### config.mk
export PLATFORM = sky130hd
export DESIGN_NAME = ttt_match_sched
export DESIGN_NICKNAME = d
export VERILOG_FILES = /design/src/rtl/ttt_pkg.sv /design/src/rtl/ttt_key_gate.sv /design/src/rtl/ttt_match_sched.sv
export SDC_FILE = /design/constraint.sdc
export NUM_CORES = 1
export LEC_CHECK = 0
export CORE_MARGIN = 2
export CORE_UTILIZATION = 30
export DETAILED_ROUTE_END_ITERATION = 12
export SLEW_MARGIN = 0
export SYNTH_ARGS = -nofsm -noshare
export SYNTH_HDL_FRONTEND = slang
export SYNTH_SLANG_ARGS = --single-unit
export TNS_END_PERCENT = 50
### constraint.sdc
create_clock -name clk -period 2.3 [get_ports clk]
set_clock_uncertainty 0.2 [all_clocks]
set_input_delay 0.46 -clock clk [delete_from_list [all_inputs] [get_ports clk]]
set_output_delay 0.46 -clock clk [all_outputs]
set_load 0.005 [all_outputs]
### src/rtl/ttt_pkg.sv
// Shared definitions for the tic-tac-toe match scheduler:
// key bit indices, board cell codes, scheduler FSM states.
package ttt_pkg;

   localparam int KEY_UP    = 0;
   localparam int KEY_DOWN  = 1;
   localparam int KEY_LEFT  = 2;
   localparam int KEY_RIGHT = 3;
   localparam int KEY_ENTER = 4;
   localparam int KEY_SPACE = 5;

   localparam logic [1:0] CELL_EMPTY = 2'b00;
   localparam logic [1:0] CELL_P1    = 2'b01;
   localparam logic [1:0] CELL_P2    = 2'b10;

   typedef enum logic [1:0] {
      S_CLEAR,
      S_PLAY,
      S_RESULT,
      S_OVER
   } state_t;

   function automatic logic board_full(input logic [17:0] b);
      logic f;
      f = 1'b1;
      for (int i = 0; i < 9; i++) begin
         if (b[2*i +: 2] == CELL_EMPTY) f = 1'b0;
      end
      return f;
   endfunction

endpackage

### src/rtl/ttt_key_gate.sv
// Per-player key gate: passes keys only while the player holds the
// grant and is armed; a grant change or rearm request disarms it.
// Ports: clk, reset (async, high), keys[5:0], grant, rearm, masked[5:0].
module ttt_key_gate
   import ttt_pkg::*;
(
   input  logic       clk,
   input  logic       reset,
   input  logic [5:0] keys,
   input  logic       grant,
   input  logic       rearm,
   output logic [5:0] masked
);

   logic armed;

   // Arming waits for a fully released keypad so a key held across a
   // turn change never reaches the core as a fresh press.
   always_ff @(posedge clk or posedge reset) begin
      if (reset) begin
         armed <= 1'b0;
      end else if (!grant || rearm) begin
         armed <= 1'b0;
      end else if (keys == 6'b0) begin
         armed <= 1'b1;
      end
   end

   assign masked = keys & {6{armed}};

endmodule

### src/rtl/ttt_match_sched.sv
// Match scheduler and key arbiter in front of the tic-tac-toe core.
// Ports: clk, reset (async, high), p1_keys/p2_keys in, core_keys and
// core_reset out, core_win_flag/core_board/core_player in,
// p1_score, p2_score, round_cnt, draw_flag, match_over, match_winner out.
// Optional macro TTT_TURN_TIMEOUT_EN enables the idle-turn forfeit.
module ttt_match_sched
   import ttt_pkg::*;
#(
   parameter int ROUNDS_TO_WIN = 3,
   parameter int CLEAR_CYCLES  = 4,
   parameter int HOLD_CYCLES   = 25_000_000,
   parameter int TURN_TIMEOUT  = 250_000_000
) (
   input  logic        clk,
   input  logic        reset,
   input  logic [5:0]  p1_keys,
   input  logic [5:0]  p2_keys,
   output logic [5:0]  core_keys,
   output logic        core_reset,
   input  logic        core_win_flag,
   input  logic [17:0] core_board,
   input  logic        core_player,
   output logic [3:0]  p1_score,
   output logic [3:0]  p2_score,
   output logic [7:0]  round_cnt,
   output logic        draw_flag,
   output logic        match_over,
   output logic        match_winner
);

   localparam int CLR_W  = $clog2(CLEAR_CYCLES + 1);
   localparam int HOLD_W = $clog2(HOLD_CYCLES + 1);
   localparam logic [3:0] WIN_N = 4'(ROUNDS_TO_WIN);

   state_t state, next;

   logic [CLR_W-1:0]  clr_cnt;
   logic [HOLD_W-1:0] hold_cnt;
   logic win_q, grant_q, full_q, e1_q, e2_q;
   logic full_now, win_rise, draw_now, to_hit;
   logic clr_last, hold_last, enter_rise, rearm;
   logic win_ev, draw_ev, to_ev, over_ev, restart;
   logic pt_p2;
   logic [5:0] m1, m2, gated;

   assign full_now   = board_full(core_board);
   assign win_rise   = core_win_flag & ~win_q;
   // Two full-board cycles with no win cover the core's win-check lag.
   assign draw_now   = full_now & ~core_win_flag & full_q;
   assign clr_last   = clr_cnt == CLR_W'(CLEAR_CYCLES - 1);
   assign hold_last  = hold_cnt == HOLD_W'(HOLD_CYCLES - 1);
   assign enter_rise = (p1_keys[KEY_ENTER] & ~e1_q) |
                       (p2_keys[KEY_ENTER] & ~e2_q);
   assign rearm      = (state != S_PLAY) | (core_player != grant_q);
   assign gated      = core_player ? m2 : m1;
   // A forfeit credits the player not on move.
   assign pt_p2      = to_ev ? ~core_player : core_player;

   ttt_key_gate u_gate1 (
      .clk    (clk),
      .reset  (reset),
      .keys   (p1_keys),
      .grant  (~core_player),
      .rearm  (rearm),
      .masked (m1)
   );

   ttt_key_gate u_gate2 (
      .clk    (clk),
      .reset  (reset),
      .keys   (p2_keys),
      .grant  (core_player),
      .rearm  (rearm),
      .masked (m2)
   );

`ifdef TTT_TURN_TIMEOUT_EN
   localparam int TO_W = $clog2(TURN_TIMEOUT + 1);
   logic [TO_W-1:0] turn_cnt;
   logic            turn_reload;

   assign turn_reload = (core_player != grant_q) | (core_keys != 6'b0);
   assign to_hit      = turn_cnt == TO_W'(TURN_TIMEOUT);

   always_ff @(posedge clk or posedge reset) begin
      if (reset) begin
         turn_cnt <= '0;
      end else if (state != S_PLAY || turn_reload) begin
         turn_cnt <= '0;
      end else if (!to_hit) begin
         turn_cnt <= turn_cnt + 1'b1;
      end
   end
`else
   assign to_hit = 1'b0;
`endif

   always_ff @(posedge clk or posedge reset) begin
      if (reset) state <= S_CLEAR;
      else       state <= next;
   end

   always_comb begin
      next    = state;
      win_ev  = 1'b0;
      draw_ev = 1'b0;
      to_ev   = 1'b0;
      over_ev = 1'b0;
      restart = 1'b0;
      unique case (state)
         S_CLEAR: begin
            if (clr_last) next = S_PLAY;
         end
         S_PLAY: begin
            if (win_rise) begin
               win_ev = 1'b1;
               next   = S_RESULT;
            end else if (draw_now) begin
               draw_ev = 1'b1;
               next    = S_RESULT;
            end else if (to_hit) begin
               to_ev = 1'b1;
               next  = S_RESULT;
            end
         end
         S_RESULT: begin
            if (hold_last) begin
               if (p1_score == WIN_N || p2_score == WIN_N) begin
                  over_ev = 1'b1;
                  next    = S_OVER;
               end else begin
                  next = S_CLEAR;
               end
            end
         end
         S_OVER: begin
            if (enter_rise) begin
               restart = 1'b1;
               next    = S_CLEAR;
            end
         end
         default: next = S_CLEAR;
      endcase
   end

   always_ff @(posedge clk or posedge reset) begin
      if (reset) begin
         core_keys    <= '0;
         core_reset   <= 1'b1;
         p1_score     <= '0;
         p2_score     <= '0;
         round_cnt    <= '0;
         draw_flag    <= 1'b0;
         match_over   <= 1'b0;
         match_winner <= 1'b0;
         clr_cnt      <= '0;
         hold_cnt     <= '0;
         win_q        <= 1'b0;
         grant_q      <= 1'b0;
         full_q       <= 1'b0;
         e1_q         <= 1'b0;
         e2_q         <= 1'b0;
      end else begin
         win_q   <= core_win_flag;
         grant_q <= core_player;
         full_q  <= (state == S_PLAY) & full_now & ~core_win_flag;
         e1_q    <= p1_keys[KEY_ENTER];
         e2_q    <= p2_keys[KEY_ENTER];

         core_reset <= next == S_CLEAR;
         core_keys  <= (state == S_PLAY && next == S_PLAY) ? gated : '0;

         clr_cnt  <= (state == S_CLEAR && !clr_last) ?
                     clr_cnt + 1'b1 : '0;
         hold_cnt <= (state == S_RESULT && !hold_last) ?
                     hold_cnt + 1'b1 : '0;

         if (win_ev || to_ev) begin
            if (pt_p2) begin
               if (p2_score < WIN_N) p2_score <= p2_score + 1'b1;
            end else begin
               if (p1_score < WIN_N) p1_score <= p1_score + 1'b1;
            end
         end

         if (draw_ev) draw_flag <= 1'b1;
         else if (state == S_RESULT && next != S_RESULT) draw_flag <= 1'b0;

         if ((win_ev || draw_ev || to_ev) && round_cnt != 8'hFF)
            round_cnt <= round_cnt + 1'b1;

         if (over_ev) begin
            match_over   <= 1'b1;
            match_winner <= p2_score == WIN_N;
         end

         if (restart) begin
            p1_score   <= '0;
            p2_score   <= '0;
            round_cnt  <= '0;
            match_over <= 1'b0;
         end
      end
   end

endmodule

### Word level (Yosys, flattened, before mapping)

Cells that the tools add are included.
W data, S select, Z words.

* bits in registers: 63
* input port bits: 34
* output and inout bits: 26
* word-level logic and storage cells: 137

* add/sub/neg operators: 5
* $lt $le $gt $ge: 2
* eq/ne operators: 13
* multiplexer cells: 48
* bitwise logic cells: 15
* reduce and logical (&&, ||, !) cells: 36

Operators with widths (count)
* $mux W4: 8
* $mux W1: 27
* $add A25 B1 Y25 const B: 1
* $eq A25 B25 Y1 const B: 1
* $mux W25: 1
* $logic_not A2 Y1: 11
* $reduce_bool A2 Y1: 9
* $mux W8: 2
* $and A6 B6 Y6: 2
* $logic_not A6 Y1: 2
* $mux W2: 6
* $mux W6: 2
* $add A4 B1 Y4 const B: 2
* $add A8 B1 Y8 const B: 1
* $eq A4 B2 Y1 const B: 2
* $lt A4 B2 Y1 const B: 2
* $ne A8 B8 Y1 const B: 1
* $pmux W2 S4: 1
* $and A1 B1 Y1: 7
* $reduce_and A3 Y1: 2
* $logic_and A1 B1 Y1: 5
* $eq A2 B1 Y1 const B: 2
* $eq A2 B2 Y1 const B: 2
* $logic_or A1 B1 Y1: 4
* 9 further kinds: 16

### Longest topological paths before layout

Gate-level depths: netlist of run 1.

* word-level depth: 19
* gate-level depth with buffers: 7
* depth with buffers taken out: 6

### Cells and area by module

From an unflattened synthesis of run 1, not the netlist that was laid out.

* cells, all modules: 319
* area, all modules: 3264.4 um^2

Modules (own cells, without submodules)
* ttt_match_sched: times used 1, cells each 295, area each 3046.7 um^2, sequential area each 1527.7 um^2
* ttt_key_gate: times used 2, cells each 12, area each 108.9 um^2, sequential area each 25.0 um^2

### Worst setup path before layout of run 1

Ideal clock, no wire load.

* kind: flip-flop to flip-flop
* start: register hold_cnt[0]
* end: register hold_cnt[16]
* library setup time: 78 ps
* arrival: 1773 ps
* required time: 2022 ps
* slack: 249 ps
* cell stages (with the launch flop): 7
* path buffers: 1
* clock period less this slack: 2051 ps
* path through: dfrtp_1 ha_1 inv_1 or4_1 buf_2 or3_1 a21oi_1

* word-level cells in the longest chain between the ends: 4
* elaborated cells on any way between the ends: 5
* those cells by class: add/sub: 1; eq/ne: 1; mux: 1; reduce/logical: 2

Ends and longest elaborated chain
* from (decl): line ttt_match_sched.sv:38 `logic [HOLD_W-1:0] hold_cnt;`
* from (signal assigned): line ttt_match_sched.sv:175 `hold_cnt <= (state == S_RESULT && !hold_last) ?`
* parallel branches: the longest is 3 deep, another holds $add A25 B1 Y25
* $mux W25 (*): line ttt_match_sched.sv:175

Mark *: on every way between the ends.
A chain may end at the register's enable or synchronous reset.

### Final worst setup path of run 1

Ends and elaborated chain as after synthesis.

==> impl_metrics.py, run 1 <==
metrics = {
    "run_status": {
        "outcome": "finished clean",
    },
    "worst_setup_path": {
        "ff2ff_setup_slack_ns": 0.15,
        "endpoint_kind": "flip-flop",
        "required_ns": 2.36,
        "rr_startpoint": "hold_cnt[0]",
        "critPathKind": "flip-flop to flip-flop",
        "crit_arrival_ns": 2.21,
        "worstRegToRegCells": 5,
        "r2r_end": "hold_cnt[16]",
        "critPathLaunch": "hold_cnt[0]",
        "crit_fanout": 10,
        "worstSetupStartpointType": "flip-flop",
    },
    "synth": {
        "synth.most_common_cell": "dfrtp_1",
        "syn_area_per_cell_um2": 10.03,
        "ys_seq_area_share_pct": 52.98,
        "netlist-cell-type-count": 46,
        "yosysTopAreaCell": "dfrtp_1",
        "synth_top_area_share_pct": 52.10,
        "yosys_warnings": 0,
        "synthFlopType": "dfrtp_1",
        "synth_seq_cells": 63,
        "synthCells": 297,
        "syn-num-nets": 337,
        "async_reset_ff_share_pct": 100.0,
        "synth_edf_count": 0,
        "synth.area.top_cells": "dfrtp_1 (52%), nor2_1 (5.3%), xnor2_1 (3.8%), a21oi_1 (2.7%), ha_1 (2.5%)",
        "synth.top_cells.by_count": "dfrtp_1 (62), nor2_1 (42), a21oi_1 (16), nand2_1 (15)",
        "synth_area_um2": 2978,
    },
    "cells_and_area": {
        "num_antenna_cells": 0,
        "fillers": 917,
        "stdcell_area_um2": 4024,
        "final_nets": 412,
        "area_delta_synth_final_pct": 35.13,
        "drive_gt1_share_pct": 11.14,
    },
    "routing": {
        "finalWirelength_um": 6590,
        "drc": 0,
        "wl_per_cell_um": 12.92,
        "dr_total_vias": 2458,
        "drt_iter0_drc": 97,
        "vias_per_cell": 4.820,
        "firstDrtPassIters": 4,
        "final_antenna_net_count": 0,
    },
    "clock_tree": {
        "insertion_delay_ns": 0.34,
        "numCtsBuffers": 9,
        "clk_root_buffer_cell": "clkbuf_8",
        "h-tree-depth": 3,
        "clk_pin_slew_worst_paths_ns": 0.08,
        "cts_sinks": 63,
        "clockBufferDepth": 2,
        "cts_tree": "done",
    },
    "die": {
        "pin_count": 60,
        "fp.dieH_um": 103.6,
        "dieArea_um2": 10740,
        "die_w_um": 103.6,
        "coreArea_um2": 9684,
        "rows": 36,
        "initial_core_util_pct": 30.75,
    },
    "power_and_ir_drop": {
        "p_switching_mw": 0.9610,
        "clockPowerShare_pct": 31.2,
        "comb_power_share_pct": 23.8,
        "intPower_mw": 2.216,
        "pwr_density_cell_nw_per_um2": 789.5,
        "share_seq_of_total_power_pct": 45.0,
        "vdd_drop_max_uv": 303.9,
        "switching_share_pct": 30.25,
        "leakage_nw": 1.595,
        "power_mw": 3.177,
    },
    "global_route": {
        "grt_pass1_vias": 2437,
        "grtUsageTotal_pct": 12.98,
        "grt.overflow.total": 0,
        "antenna_found_initial": 0,
        "grt_max_degree": 52,
        "grt_pass1_wl_um": 11460,
    },
    "sta": {
        "finalCriticalPeriod_ns": 2.151,
        "slew_headroom_pct": 58.45,
        "setup_viol": 0,
        "grt_setup_unrepaired": "no",
        "drv_slew": 0,
        "fmax_mhz": 465.0,
        "worst_pin_slew_ns": 0.6210,
        "final_hold_viol_count": 0,
        "fin_crit_sh_pct": 93.51,
    },
    "place": {
        "hpwl_um": 4715,
        "placed_area_um2": 3806,
        "globalplace.congestion": 0.7628,
        "io_buffers": 59,
    },
    "job": {
        "cap_violations": 0,
    },
    "hold_path": {
        "min_path_type": "input pin to async pin",
    },
}
worst max-delay path by stage:
stage | slack [ns] | to
2_1_floorplan | 0.07 | clr_cnt[0]
4_1_cts | 0.11 | round_cnt[7]
5_1_grt | 0.004 | round_cnt[5]
3_5_place_dp | -0.26 | round_cnt[3]
6_report | 0.15 | hold_cnt[16]
3_3_place_gp | -0.23 | round_cnt[5]
placed cells by master, fill, tap and decap left out, types with 3 or more instances in the layout:
cell,synthesis,layout
a21oi_1,16,15
clkbuf_8,0,10
clkdlybuf4s50_1,0,59
and2_1,5,5
nand3_1,12,12
xor2_1,7,7
or3_1,9,9
inv_1,13,12
nand2_1,15,15
nor4b_1,4,4
nand4_1,9,9
dfrtp_1,62,62
xnor2_1,13,13
o22ai_1,4,4
ha_1,6,6
nor4_1,7,6
buf_4,0,13
o21ai_0,11,11
clkinvlp_4,0,3
a32oi_1,6,6
nor2_1,42,42
nor3_1,10,10
nor2b_1,5,5
final cells by class:
type / instances / area (um2) / share of cell area [%]
clock buffer: 10 / 137.6 / 3.420
clock inverter: 6 / 70.07 / 1.741
inverter: 13 / 48.80 / 1.213
multi-input combinational: 212 / 1315 / 32.68
sequential: 63 / 1578 / 39.21
tap: 133 / 166.4 / 4.136
timing repair buffer: 73 / 708.2 / 17.60
power groups by stage:
stage	Combinational [mW]	Clock, mW	Sequential, mW
detailed placement	0.765	0	1.45
global placement	0.744	0	1.44
floorplan	0.363	0	1.42
global route	0.853	1.06	1.46
finish	0.756	0.992	1.43
CTS	0.771	1.03	1.43
metrics by stage:
step / hold WS [ns] / setup WS [ns] / TNS, ns / instances / util, %
finish: 0.1823 / 0.1493 / 0 / 510 / 41.55
global route: 0.2000 / 0.004437 / 0 / 510 / 41.55
CTS: 0.1751 / 0.1130 / 0 / 510 / 41.45
detailed placement: 0.2236 / -0.2554 / -1.612 / 494 / 39.30
global placement: 0.2172 / -0.2331 / -1.447 / 494 / 39.30
floorplan: 0.2097 / 0.07191 / 0 / 297 / -
sequential cells by signal, indices dropped and copies added, names as in the netlist:
signal         cells
draw_flag          1
u_gate1.armed      1
clr_cnt            3
round_cnt          8
p2_score           4
e2_q               1
full_q             1
grant_q            1
core_keys          6
core_reset         1
state              2
u_gate2.armed      1
win_q              1
p1_score           4
match_winner       1
e1_q               1
match_over         1
hold_cnt          25
timing repair:
action | in CTS | in global routing
hold buffers | 0 | 0
endpoints found under the hold margin | 0 | 0
setup endpoints to repair | 0 | 5
setup buffers | 0 | 0
resized for setup | 0 | 2
cell families after synthesis:
family / count (synthesis) / share of synthesized area [%]
XOR/XNOR: 20 / 5.882
AND/OR/NAND/NOR: 135 / 24.45
AO/OA/AOI/OAI: 48 / 9.916
multiplexers: 3 / 1.050
buffers and inverters: 22 / 3.193
flip-flops: 63 / 52.98
adder cells (fa/ha/maj): 6 / 2.521
worst max-delay path, stage by stage (launching register included):
cell and delay (ns):
dfrtp_1 0.40, ha_1 0.18, inv_1 0.04, or4_1 0.70, or3_1 0.41, a21oi_1 0.14
metal layers:
layer | vias up | track usage (%) | wire (um)
li1 | 1216 | - | -
met1 | 1174 | 16.75 | 3117
met2 | 62 | 20.34 | 3010
met3 | 6 | 3.713 | 390
met4 | 0 | 5.695 | 72
met5 | - | 0 | 0
Note: power is estimated with default switching activity, not from simulation.
==> inputs of run 2 (changes only) <==
--- a/config.mk
+++ b/config.mk
@@ -5,6 +5,7 @@
 export SDC_FILE = /design/constraint.sdc
 export NUM_CORES = 1
 export LEC_CHECK = 0
+export CAP_MARGIN = 20
 export CORE_MARGIN = 2
 export CORE_UTILIZATION = 30
 export DETAILED_ROUTE_END_ITERATION = 12
==> results of run 2 <==
The final DEF is identical to that of run 1; final timing and power are the same.
==> inputs of run 3 (changes only) <==
--- a/config.mk
+++ b/config.mk
@@ -7,8 +7,9 @@
 export LEC_CHECK = 0
 export CAP_MARGIN = 20
 export CORE_MARGIN = 2
-export CORE_UTILIZATION = 30
+export CORE_UTILIZATION = 46
 export DETAILED_ROUTE_END_ITERATION = 12
+export PLACE_DENSITY = 0.75
 export SLEW_MARGIN = 0
 export SYNTH_ARGS = -nofsm -noshare
 export SYNTH_HDL_FRONTEND = slang
==> run 3 against run 2 <==
Register-to-register slack hardly changed. Critical path type is now input pin to flip-flop. Final area is 2.1% lower. Power is 3.5% lower. Critical path depth is 1 higher. Clock-buffer cell count is 3 higher. Critical endpoint is now round_cnt[7].
==> impl_metrics.py, run 3 (synthesis gave the netlist of run 1 again) <==
metrics = {
    "clock_tree": {
        "cts_sinks": 63,
        "clk_pin_slew_worst_paths_ns": 0.07,
        "h-tree-depth": 3,
        "cts_hold_buf": 0,
        "cts_tree": "done",
        "insertion_delay_ns": 0.34,
        "post-cts-setup-buffer-count": 0,
        "clk_root_buffer_cell": "clkbuf_8",
        "numCtsBuffers": 9,
        "clockBufferDepth": 2,
    },
    "die": {
        "die_w_um": 84.46,
        "fp.dieH_um": 84.46,
        "dieArea_um2": 7133,
        "pin_count": 60,
        "initial_core_util_pct": 47.17,
        "rows": 29,
        "coreArea_um2": 6314,
    },
    "power_and_ir_drop": {
        "vdd_drop_max_uv": 501.0,
        "power_mw": 3.066,
        "pwr_density_cell_nw_per_um2": 778.2,
        "leakage_nw": 1.600,
    },
    "run_status": {
        "outcome": "finished clean",
    },
    "cells_and_area": {
        "area_delta_synth_final_pct": 32.31,
        "regMostFlops": "hold_cnt",
        "num_antenna_cells": 0,
        "drive_gt1_share_pct": 11.11,
        "largestRegisters": "hold_cnt: 25 flops, round_cnt: 8 flops, core_keys: 6 flops",
        "layout_common_cells": "dfrtp_1 (62), clkdlybuf4s50_1 (59), nor2_1 (42)",
        "largest_reg_flops": 25,
        "fillers": 519,
        "final_nets": 413,
        "final_common_cell": "dfrtp_1",
    },
    "hold_path": {
        "min_path_type": "input pin to async pin",
    },
    "routing": {
        "final_antenna_net_count": 0,
        "finalWirelength_um": 6393,
        "vias_per_cell": 5.521,
        "dr_total_vias": 2512,
        "drt_iter0_drc": 171,
        "firstDrtPassIters": 4,
        "wl_per_cell_um": 14.05,
        "drc": 0,
    },
    "sta": {
        "slew_headroom_pct": 55.71,
        "grt_setup_unrepaired": "no",
        "setup_viol": 0,
        "whs_ns": 0.1592,
        "fmax_mhz": 462.8,
        "final_hold_viol_count": 0,
        "fin_crit_sh_pct": 93.95,
        "drv_slew": 0,
        "worst_pin_slew_ns": 0.6619,
        "finalCriticalPeriod_ns": 2.161,
    },
    "place": {
        "globalplace.congestion": 0.7872,
        "io_buffers": 59,
        "hpwl_um": 4782,
    },
    "worst_setup_path": {
        "worstSetupStartpointType": "input pin",
        "required_ns": 2.37,
        "crit_fanout": 6,
        "critPathKind": "input pin to flip-flop",
        "endpoint_kind": "flip-flop",
        "crit_arrival_ns": 2.23,
    },
    "global_route": {
        "grt.overflow.total": 0,
        "grt_max_degree": 34,
        "grt_pass1_wl_um": 10810,
        "grt_pass1_vias": 2385,
        "grtUsageTotal_pct": 19.01,
        "antenna_found_initial": 0,
    },
    "job": {
        "cap_violations": 0,
    },
}
## run 3: cell types whose count changed in the layout (fill, tap and decap cells not counted)
cell / previous run / this run
clkbuf_1: 0 / 1
buf_4: 13 / 14
clkinvlp_4: 3 / 1
clkbuf_8: 10 / 12
clkinv_2: 0 / 2
bufinv_16: 1 / 0
clkinv_4: 2 / 0
## run 3: through the flow
step                      util [%]  area, um2  instances  worst slack (ns)  TNS (ns)
after floorplan                  -       2978        297           0.07191         0
after global placement       59.29       3744        439           -0.2674    -1.911
after detailed placement     59.29       3744        439           -0.3011    -2.263
after CTS                    62.25       3930        455           0.05405         0
after global routing         62.41       3940        455           0.02034         0
final                        62.41       3940        455            0.1392         0
## run 3: where the power goes
group          switching (mW)  leakage (nW)  internal, mW
clock network           0.413        0.0954         0.476
registers               0.154         0.852          1.27
logic                   0.340         0.653         0.411
total                   0.907          1.60          2.16
## run 3: layout make-up
cell class | instances | area, um2 | share of cell area [%]
Sequential cell | 63 | 1578 | 40.04
Timing Repair Buffer | 74 | 715.7 | 18.16
Inverter | 13 | 48.80 | 1.238
Clock inverter | 3 | 17.52 | 0.4446
Multi-Input combinational cell | 212 | 1315 | 33.38
Clock buffer | 13 | 168.9 | 4.287
Tap cell | 77 | 96.34 | 2.445
## run 3: repair_timing
item / in CTS / in global routing
resized for setup: 0 / 2
setup endpoints to repair: 0 / 7
endpoints found under the hold margin: 0 / 0
## run 3: routing by layer
layer / share of wire (%) / vias up / GRT usage, %
met2: 46 / 82 / 29.22
met1: 45 / 1200 / 25.42
met3: 7.6 / 13 / 5.506
met5: 0 / - / 0
li1: - / 1217 / -
met4: 1.7 / 0 / 7.937
## run 3: path summary, 6_finish.rpt
| kind | start | endpoint | slack [ns] | cells after the start |
|---|---|---|---|---|
| worst max-delay path | core_win_flag | round_cnt[7] | 0.14 | 6 |
| worst min-delay path | reset | e1_q | 0.16 | 2 |
| worst max register to register | hold_cnt[6] | match_winner | 0.15 | 4 |
| worst min register to register | grant_q | u_gate1.armed | 0.24 | 1 |
| max in group asynchronous | reset | core_reset | 1.14 | 3 |
| min in group clk | grant_q | u_gate1.armed | 0.24 | 1 |
## run 3: critical path: stages
cell and delay, ns:
clkdlybuf4s50_1 0.54, nor2b_1 0.20, nor2b_1 0.23, a21oi_2 0.11, or4_1 0.53, a21oi_1 0.15
